$ cat src/rtl/muldiv_unit.sv
// muldiv_unit: multi-cycle RV32M/RV64M multiply/divide unit with START/BUSY/DONE handshake and FLUSH abort.
// Optional macro MULDIV_FAST_MUL_EN: multiplies complete through a single-cycle combinational multiplier.
module muldiv_unit #(
  parameter int XLEN            = 32,
  parameter int STEPS_PER_CYCLE = 1
) (
  input  logic            CLK,
  input  logic            RESET_N,
  input  logic            START,
  input  logic [2:0]      FUNCT3,
  input  logic [XLEN-1:0] OPERAND_A,
  input  logic [XLEN-1:0] OPERAND_B,
  input  logic            FLUSH,
  output logic            BUSY,
  output logic            DONE,
  output logic [XLEN-1:0] RESULT
);

  localparam int N  = XLEN / STEPS_PER_CYCLE;
  localparam int CW = $clog2(N + 1);

  localparam logic [1:0] S_IDLE   = 2'd0;
  localparam logic [1:0] S_CALC   = 2'd1;
  localparam logic [1:0] S_FINISH = 2'd2;

  localparam logic [XLEN-1:0] ZERO    = {XLEN{1'b0}};
  localparam logic [XLEN-1:0] ONES    = {XLEN{1'b1}};
  localparam logic [XLEN-1:0] MIN_NEG = {1'b1, {(XLEN-1){1'b0}}};
  localparam logic [CW-1:0]   CNT_N   = CW'(N);
  localparam logic [CW-1:0]   CNT_ONE = {{(CW-1){1'b0}}, 1'b1};

  function automatic logic [XLEN-1:0] negate_if(input logic [XLEN-1:0] v, input logic neg);
    return neg ? (~v + {{(XLEN-1){1'b0}}, 1'b1}) : v;
  endfunction

  logic [1:0]          state_r;
  logic                busy_r;
  logic                done_r;
  logic [XLEN-1:0]     result_r;
  logic [2:0]          funct3_r;
  logic [XLEN-1:0]     opnd_r;
  logic [2*XLEN-1:0]   acc_r;
  logic                neg_q_r;
  logic                neg_rem_r;
  logic [CW-1:0]       cnt_r;

  logic                a_signed_s;
  logic                b_signed_s;
  logic                a_neg_s;
  logic                b_neg_s;
  logic [XLEN-1:0]     mag_a_s;
  logic [XLEN-1:0]     mag_b_s;
  logic                div_zero_s;
  logic                div_ovf_s;
  logic                special_s;
  logic [XLEN-1:0]     special_res_s;
  logic [XLEN-1:0]     load_opnd_s;
  logic [2*XLEN-1:0]   load_acc_s;

  logic [2*XLEN-1:0]   step_acc_s;
  logic [XLEN:0]       shifted_s;
  logic [XLEN:0]       diff_s;
  logic [XLEN:0]       sum_s;
  logic [2*XLEN-1:0]   prod_s;
  logic [XLEN-1:0]     calc_res_s;

  assign BUSY   = busy_r;
  assign DONE   = done_r;
  assign RESULT = result_r;

  // Operand decode at request time: signedness, magnitudes and the no-iteration divide cases
  always_comb begin
    a_signed_s    = FUNCT3[2] ? ~FUNCT3[0] : (FUNCT3[1:0] == 2'b01 || FUNCT3[1:0] == 2'b10);
    b_signed_s    = FUNCT3[2] ? ~FUNCT3[0] : (FUNCT3[1:0] == 2'b01);
    a_neg_s       = a_signed_s & OPERAND_A[XLEN-1];
    b_neg_s       = b_signed_s & OPERAND_B[XLEN-1];
    mag_a_s       = negate_if(OPERAND_A, a_neg_s);
    mag_b_s       = negate_if(OPERAND_B, b_neg_s);
    div_zero_s    = FUNCT3[2] && (OPERAND_B == ZERO);
    div_ovf_s     = FUNCT3[2] && !FUNCT3[0] && (OPERAND_A == MIN_NEG) && (OPERAND_B == ONES);
    special_s     = div_zero_s | div_ovf_s;
    if (div_zero_s) begin
      special_res_s = FUNCT3[1] ? OPERAND_A : ONES;
    end else if (div_ovf_s) begin
      special_res_s = FUNCT3[1] ? ZERO : OPERAND_A;
    end else begin
      special_res_s = ZERO;
    end
    // Divide keeps {remainder, quotient}; multiply keeps {partial high, multiplier}
    load_opnd_s   = FUNCT3[2] ? mag_b_s : mag_a_s;
    load_acc_s    = FUNCT3[2] ? {ZERO, mag_a_s} : {ZERO, mag_b_s};
  end

`ifdef MULDIV_FAST_MUL_EN
  logic [2*XLEN-1:0] fast_prod_s;
  logic [XLEN-1:0]   fast_res_s;

  // Single-cycle magnitude multiply with sign fix-up
  always_comb begin
    fast_prod_s = {ZERO, mag_a_s} * {ZERO, mag_b_s};
    fast_prod_s = (a_neg_s ^ b_neg_s) ? -fast_prod_s : fast_prod_s;
    fast_res_s  = (FUNCT3[1:0] == 2'b00) ? fast_prod_s[XLEN-1:0] : fast_prod_s[2*XLEN-1:XLEN];
  end
`endif

  // STEPS_PER_CYCLE iterations of restoring divide or shift-add multiply
  always_comb begin
    step_acc_s = acc_r;
    shifted_s  = {(XLEN+1){1'b0}};
    diff_s     = {(XLEN+1){1'b0}};
    sum_s      = {(XLEN+1){1'b0}};
    for (int i = 0; i < STEPS_PER_CYCLE; i++) begin
      if (funct3_r[2]) begin
        shifted_s = {step_acc_s[2*XLEN-1:XLEN], step_acc_s[XLEN-1]};
        diff_s    = shifted_s - {1'b0, opnd_r};
        if (!diff_s[XLEN]) begin
          step_acc_s = {diff_s[XLEN-1:0], step_acc_s[XLEN-2:0], 1'b1};
        end else begin
          step_acc_s = {shifted_s[XLEN-1:0], step_acc_s[XLEN-2:0], 1'b0};
        end
      end else begin
        sum_s      = {1'b0, step_acc_s[2*XLEN-1:XLEN]} + (step_acc_s[0] ? {1'b0, opnd_r} : {(XLEN+1){1'b0}});
        step_acc_s = {sum_s, step_acc_s[XLEN-1:1]};
      end
    end
  end

  // Final sign correction and result selection from the last iteration
  always_comb begin
    prod_s = neg_q_r ? -step_acc_s : step_acc_s;
    if (funct3_r[2]) begin
      if (funct3_r[1]) begin
        calc_res_s = negate_if(step_acc_s[2*XLEN-1:XLEN], neg_rem_r);
      end else begin
        calc_res_s = negate_if(step_acc_s[XLEN-1:0], neg_q_r);
      end
    end else if (funct3_r[1:0] == 2'b00) begin
      calc_res_s = prod_s[XLEN-1:0];
    end else begin
      calc_res_s = prod_s[2*XLEN-1:XLEN];
    end
  end

  // Control FSM, datapath registers and registered outputs
  always_ff @(posedge CLK or negedge RESET_N) begin
    if (!RESET_N) begin
      state_r   <= S_IDLE;
      busy_r    <= 1'b0;
      done_r    <= 1'b0;
      result_r  <= ZERO;
      funct3_r  <= 3'b000;
      opnd_r    <= ZERO;
      acc_r     <= {2*XLEN{1'b0}};
      neg_q_r   <= 1'b0;
      neg_rem_r <= 1'b0;
      cnt_r     <= {CW{1'b0}};
    end else begin
      case (state_r)
        S_IDLE: begin
          if (START && !FLUSH) begin
            funct3_r  <= FUNCT3;
            opnd_r    <= load_opnd_s;
            acc_r     <= load_acc_s;
            neg_q_r   <= a_neg_s ^ b_neg_s;
            neg_rem_r <= a_neg_s;
            cnt_r     <= CNT_N;
            if (special_s) begin
              state_r  <= S_FINISH;
              done_r   <= 1'b1;
              result_r <= special_res_s;
`ifdef MULDIV_FAST_MUL_EN
            end else if (!FUNCT3[2]) begin
              state_r  <= S_FINISH;
              done_r   <= 1'b1;
              result_r <= fast_res_s;
`endif
            end else begin
              state_r <= S_CALC;
              busy_r  <= 1'b1;
            end
          end
        end
        S_CALC: begin
          if (FLUSH) begin
            state_r <= S_IDLE;
            busy_r  <= 1'b0;
          end else begin
            acc_r <= step_acc_s;
            cnt_r <= cnt_r - CNT_ONE;
            if (cnt_r == CNT_ONE) begin
              state_r  <= S_FINISH;
              busy_r   <= 1'b0;
              done_r   <= 1'b1;
              result_r <= calc_res_s;
            end
          end
        end
        S_FINISH: begin
          state_r <= S_IDLE;
          done_r  <= 1'b0;
        end
        default: begin
          state_r <= S_IDLE;
          busy_r  <= 1'b0;
          done_r  <= 1'b0;
        end
      endcase
    end
  end

endmodule

$ cat config.mk
export PLATFORM = sky130hd
export DESIGN_NAME = muldiv_unit
export DESIGN_NICKNAME = d
export VERILOG_FILES = /design/src/rtl/muldiv_unit.sv
export SDC_FILE = /design/constraint.sdc
export NUM_CORES = 1
export LEC_CHECK = 0
export CORE_ASPECT_RATIO = 0.7
export CORE_MARGIN = 2
export CORE_UTILIZATION = 35
export DETAILED_ROUTE_END_ITERATION = 10
export PLACE_DENSITY_LB_ADDON = 0.08
export SLEW_MARGIN = 0
export SYNTH_ARGS = -nofsm -noshare
export SYNTH_HDL_FRONTEND = slang
export SYNTH_SLANG_ARGS = --single-unit
$ cat constraint.sdc
create_clock -name CLK -period 10.75 [get_ports CLK]
set_input_delay 3.225 -clock CLK [delete_from_list [all_inputs] [get_ports CLK]]
set_output_delay 3.225 -clock CLK [all_outputs]
set_load 0.01 [all_outputs]
# [Yosys cells after proc, flatten, opt, wreduce, memory -nomap -nowiden]
# Index checks and enable logic that the tools add are counted.
[word_totals] latch_bits=0 mem_count=0 ram_bits=0 word_cells=104 ff_bits=143 output_inout_bits=34 inputBits=71 rom_bits=0
[op_classes] magnitude_cmp=0 bitwise_logic=10 n_shift=0 n_reduce_logical=18 n_addsub=8 mul=0 div=0 n_mux=45 n_eq_ne=13
[ops] operator="2-to-1 mux 32 bit" n=18
[ops] operator="2-to-1 mux 64 bit" n=5
[ops] operator="adder 32 x 1 -> 32 bit, second input constant" n=4
[ops] operator="inverter 32 bit" n=4
[ops] operator="one-hot mux 64 bit (2 select lines)" n=1
[ops] operator="== test 32 bit, second input constant" n=2
[ops] operator="negator 64 bit" n=1
[ops] operator="one-hot mux 32 bit (2 select lines)" n=1
[ops] operator="adder 32 x 32 -> 33 bit" n=1
[ops] operator="subtractor 33 x 32 -> 33 bit" n=1
[ops] operator="logical NOT 32 bit" n=1
[ops] operator="2-to-1 mux 6 bit" n=2
[ops] operator="one-hot mux 6 bit (2 select lines)" n=1
[ops] operator="2-to-1 mux 1 bit" n=10
[ops] operator="!= test 2 bit, second input constant" n=5
[ops] operator="2-to-1 mux 2 bit" n=4
[ops] operator="AND reduction 4 bit" n=2
[ops] operator="== test 6 x 1 -> 1 bit, second input constant" n=1
[ops] operator="subtractor 6 x 1 -> 6 bit, second input constant" n=1
[ops] operator="logical AND 1 bit" n=5
[ops] operator="AND reduction 5 bit" n=1
[ops] operator="== test 2 x 1 -> 1 bit, second input constant" n=2
[ops] operator="== test 2 bit, second input constant" n=2
[ops] operator="logical NOT 2 bit" n=2
[ops] operator="13 further kinds" n=17

# [Longest topological paths before layout]
# Gate-level depths: netlist of run 1.
[depth] depth_word=11 ltp_mapped=22

# [Worst setup path before layout of run 1]
# No wires, ideal clock.
[synth_timing] path_type="input port to flip-flop" start="input port OPERAND_B[21]" end="register result_r[0] (netlist: RESULT[0])" cell_stages=15 setup_time_ps=119 path_slack_ps=4214 required_ps=10631 t_arrival_ps=6417 path_cell_list="or4_1 -> nor4_1 -> nand2b_1 -> or2_2 -> nand2b_1 -> or4_1 -> o21ai_0 -> a22oi_1 -> nand2b_1 -> clkbuf_1 -> inv_1 -> clkbuf_1 -> clkbuf_1 -> o211ai_1 -> o21a_1"
[synth_via] elab_chain_len=7
[synth_lines] element="start: declaration" line="12" rtl="input logic [XLEN-1:0] OPERAND_B,"
[synth_lines] element="== test 32 bit" line="80" rtl="div_ovf_s = FUNCT3[2] && !FUNCT3[0] && (OPERAND_A == MIN_NEG) && (OPERAND_B == ONES);"
[synth_lines] element="logical AND 1 bit" line="80"
[synth_lines] element="2-to-1 mux 32 bit" line="84" rtl="end else if (div_ovf_s) begin"
[synth_lines] element="2-to-1 mux 32 bit" line="82" rtl="if (div_zero_s) begin"
[synth_lines] element="2-to-1 mux 32 bit" line="167" rtl="if (special_s) begin"
[synth_lines] element="2-to-1 mux 32 bit" line="160" rtl="if (START && !FLUSH) begin"
[synth_lines] element="one-hot mux 32 bit (2 select lines)" line="158" rtl="case (state_r)"
[synth_lines] element="end signal: assignment" line="170" rtl="result_r <= special_res_s;"
[synth_lines] element="end signal: assignment" line="194" rtl="result_r <= calc_res_s;"
[synth_lines] element="end: declaration" line="39" rtl="logic [XLEN-1:0] result_r;"
# Parallel ways exist; a longest one is shown, timed or not. The select of a mux whose other input is x is not followed.
# A chain may end at the register's enable or synchronous reset.

# [Worst setup path after layout of run 1]
[layout_timing] start="input port OPERAND_B[6]" end="register result_r[11] (netlist: RESULT[11])"
# Same word-level chain as after synthesis.

==> summary.txt, run 1 <==
CTS
  – CTS resizes: 0
  – Clk_lat worst skew: 0.46 ns
  – H-tree levels: 4
  – Post-CTS Hold Buffers: 0
  – CTS max path bufs: 2
  – Clock sinks: 143
  – Clock slew at reported path FFs: 0.07 ns
  – Post-CTS setup buffer count: 0
  – CTS tree: built
  – Clock Tree Root: clkbuf_16
  – Cts bufs inserted: 17

Power and ir drop
  – Leak pwr: 0.007349 uW
  – Register share of total power: 0.169
  – Power Density: 308.9 nW/um2
  – Internal: 2521 uW
  – Psw: 3230 uW
  – Peak VDD IR: 0.1258 mV
  – Combinational power share: 0.716
  – Total power: 5751 uW
  – Net Sw Frac: 0.5616
  – Clock share of power: 0.115

Routing
  – Drt wl/cell: 26.53 um
  – Met3 wire len: 9534 um
  – Pre-antenna DRT Iters: 6
  – Met1 WL: 37480 um
  – Top routing layer in use: met4
  – DRC viols: 0
  – Antenna violation net count after detailed routing: 0
  – Vias per cell: 6.178
  – DRT iter0 DRCs: 2141
  – Routed wire length: 77070 um
  – WL met2: 29270 um
  – Vias: 17.95k

Finish
  – Fin area: 18620 um2
  – Most common cell after layout, fill and taps aside: nand2_1
  – Final net count: 2425
  – Layout cells sized above 1: 0.05887
  – Most frequent cells in the layout: nand2_1 (262), o21ai_0 (226), a21oi_1 (208)
  – Layout Cells excl Fill: 2905
  – Layout Utilization: 0.4012
  – P&R area growth vs syn: 13.22%
  – Ant. Diodes: 0

Worst setup path
  – Cell at the slowest stage of the critical path: or4_1
  – Worst R2R Path Depth: 22
  – Reg-to-reg endpoint: RESULT[22]
  – Worst EP required: 11.13 ns
  – Kind of start point of the critical path: input pin
  – Critical path cell sequence: clkdlybuf4s50_1 -> or4_1 -> nor4_1 -> nand2b_1 -> nor2_1 -> nand2b_1 -> or4_1 -> o21ai_0 -> a22oi_1 -> nand2b_1 -> buf_4 -> inv_1 -> buf_4 -> nand2_1 -> a221oi_1 -> o21ai_0 -> nand3_1
  – WP data arrival: 8.54 ns
  – Critical Path End Type: flip-flop
  – CP max stage delay: 0.62 ns
  – CP Max Fanout: 28
  – CP dominant cell by count: nand2b_1
  – Reg2Reg Setup Slack: 3.94 ns
  – Worst reg2reg startpoint: acc_r[31]
  – Setup Crit Path Kind: input pin to flip-flop

STA
  – Period utilization: 0.7592
  – Final setup fails: 0
  – Worst slew margin: 0.1316
  – Final Hold Fails: 0
  – Worst Tran Pin Value: 1.289 ns
  – Final Skew: 0.01638 ns
  – Fin. max-slew vios: 0
  – RSZ-0062 raised after global routing: false
  – Setup TNS: 0 ns
  – Fin crit period: 8.161 ns
  – Upper clock frequency limit: 122.5 MHz

Floorplanning
  – Die Area: 48760 um2
  – Die height: 185.4 um
  – Die W: 263.1 um
  – Std cell rows: 66
  – Core area: 46410 um2
  – Initial Utilization: 0.3543
  – Num ports: 105

Synthesis
  – Ys async rst share: 1.000
  – Syn nets: 2398
  – Post-synth top flop: dfrtp_1
  – Post-synth EDFFs: 0
  – Sequential element share of the synthesized area: 0.2176
  – Ys Warns: 0
  – Area share of the largest cell type after synthesis: 0.2176
  – Area contributors post-synth: dfrtp_1 (22%), o21ai_0 (6.9%), a21oi_1 (6.3%), nand2_1 (6.0%), xnor2_1 (5.8%)
  – Syn Inst Count: 2253
  – Area leader, netlist: dfrtp_1
  – Syn_area_per_cell: 7.299 um2
  – Number of distinct library cells after synthesis: 95
  – Flops & latches, synth: 143
  – Netlist area before placement: 16440 um2

Placed design
  – GP Congestion: 1.050
  – Final HPWL DP: 61330 um
  – Post-Place Cells: 2873
  – PortBufs: 104
  – DP Area: 18010 um2

Hold path
  – Hold Crit Endpoint: acc_r[0]
  – Hold Crit Class: flip-flop to flip-flop
  – Hold Startpoint: acc_r[0]
  – Hold Path Stages: 1

Global route
  – Largest net degree at the start of global routing: 104
  – Global-route wire length before repair: 112000 um
  – Initial antenna violation count: 1
  – Grt total ovfl: 0
  – Number of global-route vias before repair: 16.25k
  – Total global-route track usage: 0.3108

Status
  – Status: completed

Run
  – Max_cap viols: 0
[cell type report]
type / instances / area, um2
multi-input cells: 1902 / 12070
well taps: 612 / 765.7
repair buffers: 141 / 1315
flip-flops and latches: 143 / 3582
clock buffers: 18 / 439.2
fillers: 4803 / 27790
inverters: 75 / 281.5
clock inverters: 14 / 170.2
[cells in the mapped netlist, types with 17 or more instances]
cell      instances
mux2_2           17
nand2_1         263
nand3_1          36
o21ai_0         226
o211ai_1         38
nand2b_1         29
a31oi_1          30
a211oi_1         29
mux2i_1          44
clkbuf_1         92
and2_1           52
buf_2            20
dfrtp_1         143
ha_1             72
nand4_1          26
and3_1           22
nor2_1          202
xor2_1           74
a21oi_1         208
buf_1            17
o31ai_1          33
or3_1            20
inv_1            75
xnor2_1         108
a22o_1           20
o21a_1           20
a221oi_1         19
nor3_1           49
a21o_1           28
[through the flow]
stage          setup slack (ns)  hold WS [ns]
3_3_place_gp              2.534        0.4613
3_5_place_dp              2.397        0.4711
5_1_grt                   2.394        0.5023
2_1_floorplan             4.214        0.4376
4_1_cts                   2.830        0.4868
6_report                  2.589        0.4841
[power groups by stage]
| stage | sequential, uW | combinational [uW] | clock [uW] |
|---|---|---|---|
| 5_1_grt | 994 | 4430 | 690 |
| 3_5_place_dp | 973 | 3990 | 0 |
| 6_report | 971 | 4120 | 663 |
| 4_1_cts | 964 | 4010 | 672 |
| 3_3_place_gp | 972 | 3980 | 0 |
| 2_1_floorplan | 882 | 2740 | 0 |
[flip-flops by register name, summed over array words and instances (netlist names)]
register   flops
BUSY           1
DONE           1
RESULT        32
acc_r         64
cnt_r          6
funct3_r       3
neg_q_r        1
neg_rem_r      1
opnd_r        32
state_r        2
[kinds of logic after synthesis]
family	after synthesis	share of synthesized area
AOI/OAI and AO/OA	798	0.3119
adders and majority gates	74	0.05722
and+or+nand+nor	787	0.2273
muxes	61	0.03842
xor gates and xnor gates	182	0.09693
buffers and inverters	208	0.05060
DFF	143	0.2176
[how the worst max path moves through the flow]
stage / start / end / slack [ns] / depth (start not counted)
detailed placement: OPERAND_B[6] / RESULT[15] / 2.40 / 17
global placement: OPERAND_B[6] / RESULT[15] / 2.53 / 17
floorplan: OPERAND_B[21] / RESULT[0] / 4.21 / 15
finish: OPERAND_B[6] / RESULT[11] / 2.59 / 17
global route: OPERAND_B[6] / RESULT[11] / 2.39 / 17
CTS: OPERAND_B[6] / RESULT[15] / 2.83 / 17
[critical path, delay by kind of cell]
kind | cells | cell delay [ns]
buffers and inverters | 4 | 1.67
AOI/OAI and AO/OA | 4 | 0.86
and+or+nand+nor | 9 | 2.76
[routing by layer]
metal	GRT usage	vias to the layer above
li1	-	8281
met4	0.04206	0
met5	0	-
met1	0.4702	8793
met3	0.1153	46
met2	0.4172	828
Note: power is estimated with default switching activity, not from simulation.
==> inputs of run 2 (changes only) <==
- clock period: 10.75 -> 8 ns (I/O delays scaled with it)
==> run 2 against run 1 <==
  * Clock power grew 30%
  * Wire length rose by 1.9%
  * Largest power group unchanged
  * Sequential cell count did not move
  * Hold slack improved by 0.0037 ns
  * Combinational power is 38% higher
==> summary.txt, run 2 (synthesis gave the netlist of run 1 again) <==
Power and ir drop
  – Combinational power share: 0.724 (+0.008)
  – Total power: 7837 uW (+36%)
  – Psw: 4436 uW (+37%)
  – Clock share of power: 0.110 (-0.005)
  – Leak pwr: 0.007379 uW (+0.41%)
  – Peak VDD IR: 0.1786 mV (+42%)
  – Power Density: 420.1 nW/um2 (+36%)
  – Register share of total power: 0.166 (-0.003)
  – Internal: 3401 uW (+35%)
  – Net Sw Frac: 0.5660 (+0.004433)

STA
  – Final Hold Fails: 0 (unchanged)
  – Setup TNS: 0 ns (unchanged)
  – Final Skew: 0.01849 ns (+0.002112 ns)
  – Worst slew margin: 0.1851 (+0.05349)
  – Final setup fails: 0 (unchanged)
  – RSZ-0062 raised after global routing: false
  – Upper clock frequency limit: 145.8 MHz
  – Worst Tran Pin Value: 1.222 ns (-0.06661 ns)
  – Fin. max-slew vios: 0 (unchanged)
  – Period utilization: 0.8575
  – Fin crit period: 6.860 ns

Hold path
  – Hold Path Stages: 1 (unchanged)
  – Hold Crit Class: flip-flop to flip-flop
  – Hold Crit Endpoint: acc_r[0]
  – Hold Startpoint: acc_r[0]

CTS
  – Cts bufs inserted: 17 (unchanged)
  – H-tree levels: 4 (unchanged)
  – CTS tree: built
  – Clock Tree Root: clkbuf_16
  – Clock sinks: 143 (unchanged)
  – Post-CTS setup buffer count: 0 (unchanged)
  – CTS resizes: 0 (unchanged)
  – Clk_lat worst skew: 0.46 ns (about the same)
  – CTS max path bufs: 2 (unchanged)
  – Post-CTS Hold Buffers: 0 (unchanged)
  – Clock slew at reported path FFs: 0.07 ns (about the same)

Finish
  – Fill count: 4906 (+2.1%)
  – Layout cells sized above 1: 0.06174 (+0.002864)
  – Most common cell after layout, fill and taps aside: nand2_1
  – Storage element area: 3582 um2 (unchanged)
  – Most frequent cells in the layout: nand2_1 (262), o21ai_0 (226), a21oi_1 (208)
  – P&R area growth vs syn: 13.44%
  – Max reg flops: 64 (unchanged)
  – Final net count: 2432 (+0.29%)
  – Multi-input logic area: 12060 um2 (about the same)
  – Ant. Diodes: 0 (unchanged)
  – Largest Register: acc_r

Run
  – Max_cap viols: 0 (unchanged)

Worst setup path
  – Worst reg2reg startpoint: opnd_r[31]
  – Setup Crit Path Kind: input pin to flip-flop
  – Critical path cell sequence: clkdlybuf4s50_1 -> or4_1 -> nor4_1 -> nand2b_1 -> nor2_1 -> nand2b_1 -> or4_1 -> o21ai_0 -> a22oi_1 -> nand2b_1 -> buf_4 -> inv_1 -> buf_4 -> nand2_1 -> a221oi_1 -> o21ai_0 -> nand3_1
  – CP max stage delay: 0.62 ns (about the same)
  – Critical Path End Type: flip-flop
  – Reg-to-reg endpoint: RESULT[28]
  – Cell at the slowest stage of the critical path: or4_1
  – Worst EP required: 8.38 ns (-2.75 ns)
  – CP dominant cell by count: nand2b_1
  – Kind of start point of the critical path: input pin
  – Reg2Reg Setup Slack: 1.64 ns (-2.30 ns)
  – Worst R2R Path Depth: 15 (-32%)
  – Number of buffers and inverters on the critical path: 4 (unchanged)
  – CP delay by family, top: simple AND/OR/NAND/NOR gates
  – WP data arrival: 7.24 ns (-1.30 ns)
  – CP Max Fanout: 47 (+68%)

Global route
  – Number of global-route vias before repair: 16.21k (-0.30%)
  – Global-route wire length before repair: 113400 um (+1.3%)
  – Initial antenna violation count: 2 (+1)
  – Largest net degree at the start of global routing: 67 (-36%)
  – Grt total ovfl: 0 (unchanged)
  – Total global-route track usage: 0.3162 (+0.005407)

Status
  – Status: completed

Placed design
  – GP Congestion: 0.9880 (-5.9%)
  – PortBufs: 104 (unchanged)
  – Final HPWL DP: 63370 um (+3.3%)

Routing
  – Drt wl/cell: 26.97 um (+1.7%)
  – DRC viols: 0 (unchanged)
  – Vias: 18.06k (+0.64%)
  – Antenna violation net count after detailed routing: 0 (unchanged)
  – DRT iter0 DRCs: 2441 (+14%)
  – Pre-antenna DRT Iters: 6 (unchanged)
  – Routed wire length: 78540 um (+1.9%)
  – Vias per cell: 6.203 (+0.40%)

Floorplanning
  – Die height: 185.4 um (unchanged)
  – Die Area: 48760 um2 (unchanged)
  – Num ports: 105 (unchanged)
  – Initial Utilization: 0.3543 (unchanged)
  – Core area: 46410 um2 (unchanged)
  – Std cell rows: 66 (unchanged)
  – Die W: 263.1 um (unchanged)
==> run 2: changes by cell type in the layout (fill, tap and decap cells not counted), sizes merged <==
cell	change
buf	+7
clkinv	+2
clkbuf	-1
clkinvlp	-1
==> run 2: worst max path at each step <==
| stage | from | endpoint | slack (ns) | depth (start not counted) |
|---|---|---|---|---|
| 2_1_floorplan | OPERAND_B[21] | RESULT[0] | 2.29 | 15 |
| 3_3_place_gp | OPERAND_B[6] | RESULT[15] | 0.98 | 17 |
| 3_5_place_dp | OPERAND_B[6] | RESULT[11] | 0.84 | 17 |
| 4_1_cts | OPERAND_B[6] | RESULT[11] | 1.31 | 17 |
| 5_1_grt | OPERAND_B[6] | RESULT[11] | 0.77 | 17 |
| 6_report | OPERAND_B[6] | RESULT[11] | 1.14 | 17 |
==> run 2: power groups by stage <==
stage	sequential (uW)	combinational (uW)	clock [uW]
after floorplan	1190	3680	0
after global placement	1300	5480	0
after detailed placement	1310	5470	0
after CTS	1290	5500	872
after global routing	1340	6060	903
final	1300	5670	862
==> run 2: per-stage QoR <==
step / setup WS, ns / instance area, um2 / utilization / hold WS (ns) / std cells
after floorplan: 2.289 / 16440 / - / 0.4376 / 2253
after detailed placement: 0.8445 / 18050 / 0.3890 / 0.4761 / 2880
after CTS: 1.306 / 18650 / 0.4019 / 0.4913 / 2912
after global placement: 0.9841 / 18050 / 0.3890 / 0.4654 / 2880
after global routing: 0.7706 / 18650 / 0.4019 / 0.5089 / 2912
final: 1.140 / 18650 / 0.4019 / 0.4878 / 2912
==> run 2: final cells by class <==
type | count | share of cell area
repair buffers | 148 | 0.07331
flip-flops and latches | 143 | 0.1920
clock inverters | 15 | 0.009323
well taps | 612 | 0.04105
inverters | 75 | 0.01509
multi-input cells | 1902 | 0.6464
clock buffers | 17 | 0.02281
==> run 2: layer usage <==
metal | global-route usage | vias to the layer above | wire [um]
met3 | 0.09625 | 52 | 8367
met4 | 0.05531 | 0 | 1018
met1 | 0.4945 | 8936 | 39500
li1 | - | 8303 | -
met5 | 0 | - | 0
met2 | 0.4146 | 772 | 29660
==> inputs of run 3 (changes only) <==
- PLACE_DENSITY: default -> 0.64
- PLACE_DENSITY_LB_ADDON: 0.08 -> default
- SETUP_SLACK_MARGIN: default -> 0.02
==> run 3 against run 2 <==
  * Sequential share of layout area up 0.059 points
  * Maximum frequency grew 2.4%
  * Wire length is 6.0% lower
  * First-iteration DRC count increased by 32%
  * Core utilization fell by 0.12 points
  * Sequential power barely moved
  * Critical path type unchanged
==> summary.txt, run 3 (synthesis gave the netlist of run 1 again) <==
Worst setup path
  – Critical path cell sequence: clkdlybuf4s50_1 -> or4_1 -> nor4_1 -> nand2b_1 -> nor2_1 -> nand2b_1 -> or4_1 -> o21ai_0 -> a22oi_1 -> nand2b_1 -> inv_1 -> nand2_1 -> a221oi_1 -> o21ai_0 -> nand3_1
  – Reg2Reg Setup Slack: 1.41 ns (-0.23 ns)
  – Kind of start point of the critical path: input pin
  – CP max stage delay: 0.62 ns (about the same)
  – Cell at the slowest stage of the critical path: or4_1
  – WP data arrival: 7.10 ns (-0.14 ns)
  – Critical Path End Type: flip-flop
  – Worst EP required: 8.40 ns (+0.02 ns)
  – CP dominant cell by count: nand2b_1
  – Setup Crit Path Kind: input pin to flip-flop
  – CP Max Fanout: 17 (-64%)

Floorplanning
  – Num ports: 105 (unchanged)
  – Die height: 185.4 um (unchanged)
  – Initial Utilization: 0.3543 (unchanged)
  – Core area: 46410 um2 (unchanged)
  – Die W: 263.1 um (unchanged)
  – Std cell rows: 66 (unchanged)
  – Die Area: 48760 um2 (unchanged)

Finish
  – Ant. Diodes: 0 (unchanged)
  – Final net count: 2426 (-0.25%)
  – Largest Register: acc_r
  – Max reg flops: 64 (unchanged)
  – P&R area growth vs syn: 13.09%
  – Most frequent cells in the layout: nand2_1 (262), o21ai_0 (226), a21oi_1 (208)
  – Layout Utilization: 0.4007 (-0.001241)
  – Most common cell after layout, fill and taps aside: nand2_1
  – Layout cells sized above 1: 0.05841 (-0.003326)

Routing
  – Top routing layer in use: met5
  – Vias per cell: 6.346 (+2.3%)
  – Met1 WL: 34040 um (-14%)
  – DRC viols: 0 (unchanged)
  – Antenna violation net count after detailed routing: 0 (unchanged)
  – DRT iter0 DRCs: 3220 (+32%)
  – Drt wl/cell: 25.41 um (-5.8%)
  – Met3 wire len: 10890 um (+30%)
  – WL met2: 27010 um (-8.9%)
  – Pre-antenna DRT Iters: 6 (unchanged)
  – Routed wire length: 73830 um (-6.0%)
  – Vias: 18.44k (+2.1%)

STA
  – Fin. max-slew vios: 0 (unchanged)
  – Final Hold Fails: 0 (unchanged)
  – Worst slew margin: 0.06703 (-0.1181)
  – Worst Tran Pin Value: 1.397 ns (+0.1746 ns)
  – Upper clock frequency limit: 149.2 MHz (+2.4%)
  – Setup TNS: 0 ns (unchanged)
  – Period utilization: 0.8376 (-0.01990)
  – Final setup fails: 0 (unchanged)
  – Final Skew: 0.01195 ns (-0.006540 ns)
  – RSZ-0062 raised after global routing: false
  – Fin crit period: 6.701 ns (-0.1592 ns)

CTS
  – Clk_lat worst skew: 0.46 ns (about the same)
  – Clock slew at reported path FFs: 0.07 ns (about the same)
  – Cts bufs inserted: 17 (unchanged)
  – H-tree levels: 4 (unchanged)
  – Clock sinks: 143 (unchanged)
  – CTS tree: built
  – CTS resizes: 0 (unchanged)
  – Clock Tree Root: clkbuf_16
  – Post-CTS setup buffer count: 0 (unchanged)
  – CTS max path bufs: 2 (unchanged)
  – Post-CTS Hold Buffers: 0 (unchanged)

Power and ir drop
  – Clock share of power: 0.109 (about the same)
  – Combinational power share: 0.725 (about the same)
  – Register share of total power: 0.166 (about the same)
  – Peak VDD IR: 0.1750 mV (-2.0%)
  – Psw: 4347 uW (-2.0%)
  – Leak pwr: 0.007344 uW (-0.48%)
  – Net Sw Frac: 0.5637 (-0.002349)
  – Internal: 3365 uW (-1.1%)
  – Power Density: 414.7 nW/um2 (-1.3%)

Global route
  – Grt total ovfl: 0 (unchanged)
  – Largest net degree at the start of global routing: 86 (+28%)
  – Number of global-route vias before repair: 16.45k (+1.5%)
  – Total global-route track usage: 0.2969 (-0.01924)
  – Initial antenna violation count: 1 (-1)
  – Global-route wire length before repair: 108400 um (-4.4%)

Placed design
  – Final HPWL DP: 58880 um (-7.1%)
  – PortBufs: 104 (unchanged)
  – GP Congestion: 1.082 (+9.5%)

Status
  – Status: completed

Hold path
  – Hold Crit Class: flip-flop to flip-flop

Run
  – Max_cap viols: 0 (unchanged)
[run 3: cell count changes in the layout (fill, tap and decap cells not counted)]
cell	change
clkbuf_8	+3
nor2_1	+1
buf_4	-6
bufinv_16	-1
nor2_2	-1
inv_8	-2
inv_6	-1
clkinvlp_4	+1
clkinv_2	-1
and2_2	-1
clkinv_4	+1
and2_1	+1
[run 3: final cells by class]
cell class	count	area, um2
clock buffers	20	466.7
clock inverters	12	123.9
fillers	4827	27810
inverters	75	281.5
multi-input cells	1902	12050
flip-flops and latches	143	3582
well taps	612	765.7
repair buffers	142	1323
[run 3: path summary, 6_finish.rpt]
kind	end	from	cells past startpoint
worst max-delay path	RESULT[11]	OPERAND_B[6]	15
worst min-delay path	RESULT[8]	RESULT[8]	2
worst max register to register	RESULT[8]	acc_r[31]	21
worst min register to register	RESULT[8]	RESULT[8]	2
max in group asynchronous	RESULT[17]	RESET_N	2
min in group asynchronous	cnt_r[1]	RESET_N	1
[run 3: per-layer routing]
layer	vias up	global-route usage
met2	1111	0.3776
met4	2	0.07657
met5	-	0
met1	8909	0.4520
met3	113	0.1111
li1	8307	-
[run 3: per-stage QoR]
step / cell area (um2) / cells / setup slack, ns / hold WS (ns) / power [uW]
5_1_grt: 18600 / 2906 / 1.023 / 0.5140 / 8161
4_1_cts: 18600 / 2906 / 1.496 / 0.5052 / 7483
3_5_place_dp: 18010 / 2874 / 1.041 / 0.4907 / 6620
2_1_floorplan: 16440 / 2253 / 2.289 / 0.4376 / 4861
3_3_place_gp: 18010 / 2874 / 1.178 / 0.4752 / 6577
6_report: 18600 / 2906 / 1.299 / 0.4927 / 7713
[run 3: power groups by stage]
stage          clock (uW)  combinational [uW]  sequential, uW
6_report              842                5590            1280
5_1_grt               877                5970            1310
4_1_cts               843                5370            1270
3_5_place_dp            0                5330            1280
3_3_place_gp            0                5300            1280
2_1_floorplan           0                3680            1190
[run 3: worst max-delay path, delay by kind of cell]
family / cells / cell delay (ns)
AOI/OAI and AO/OA: 4 / 0.88
buffers and inverters: 2 / 0.99
and+or+nand+nor: 9 / 2.83
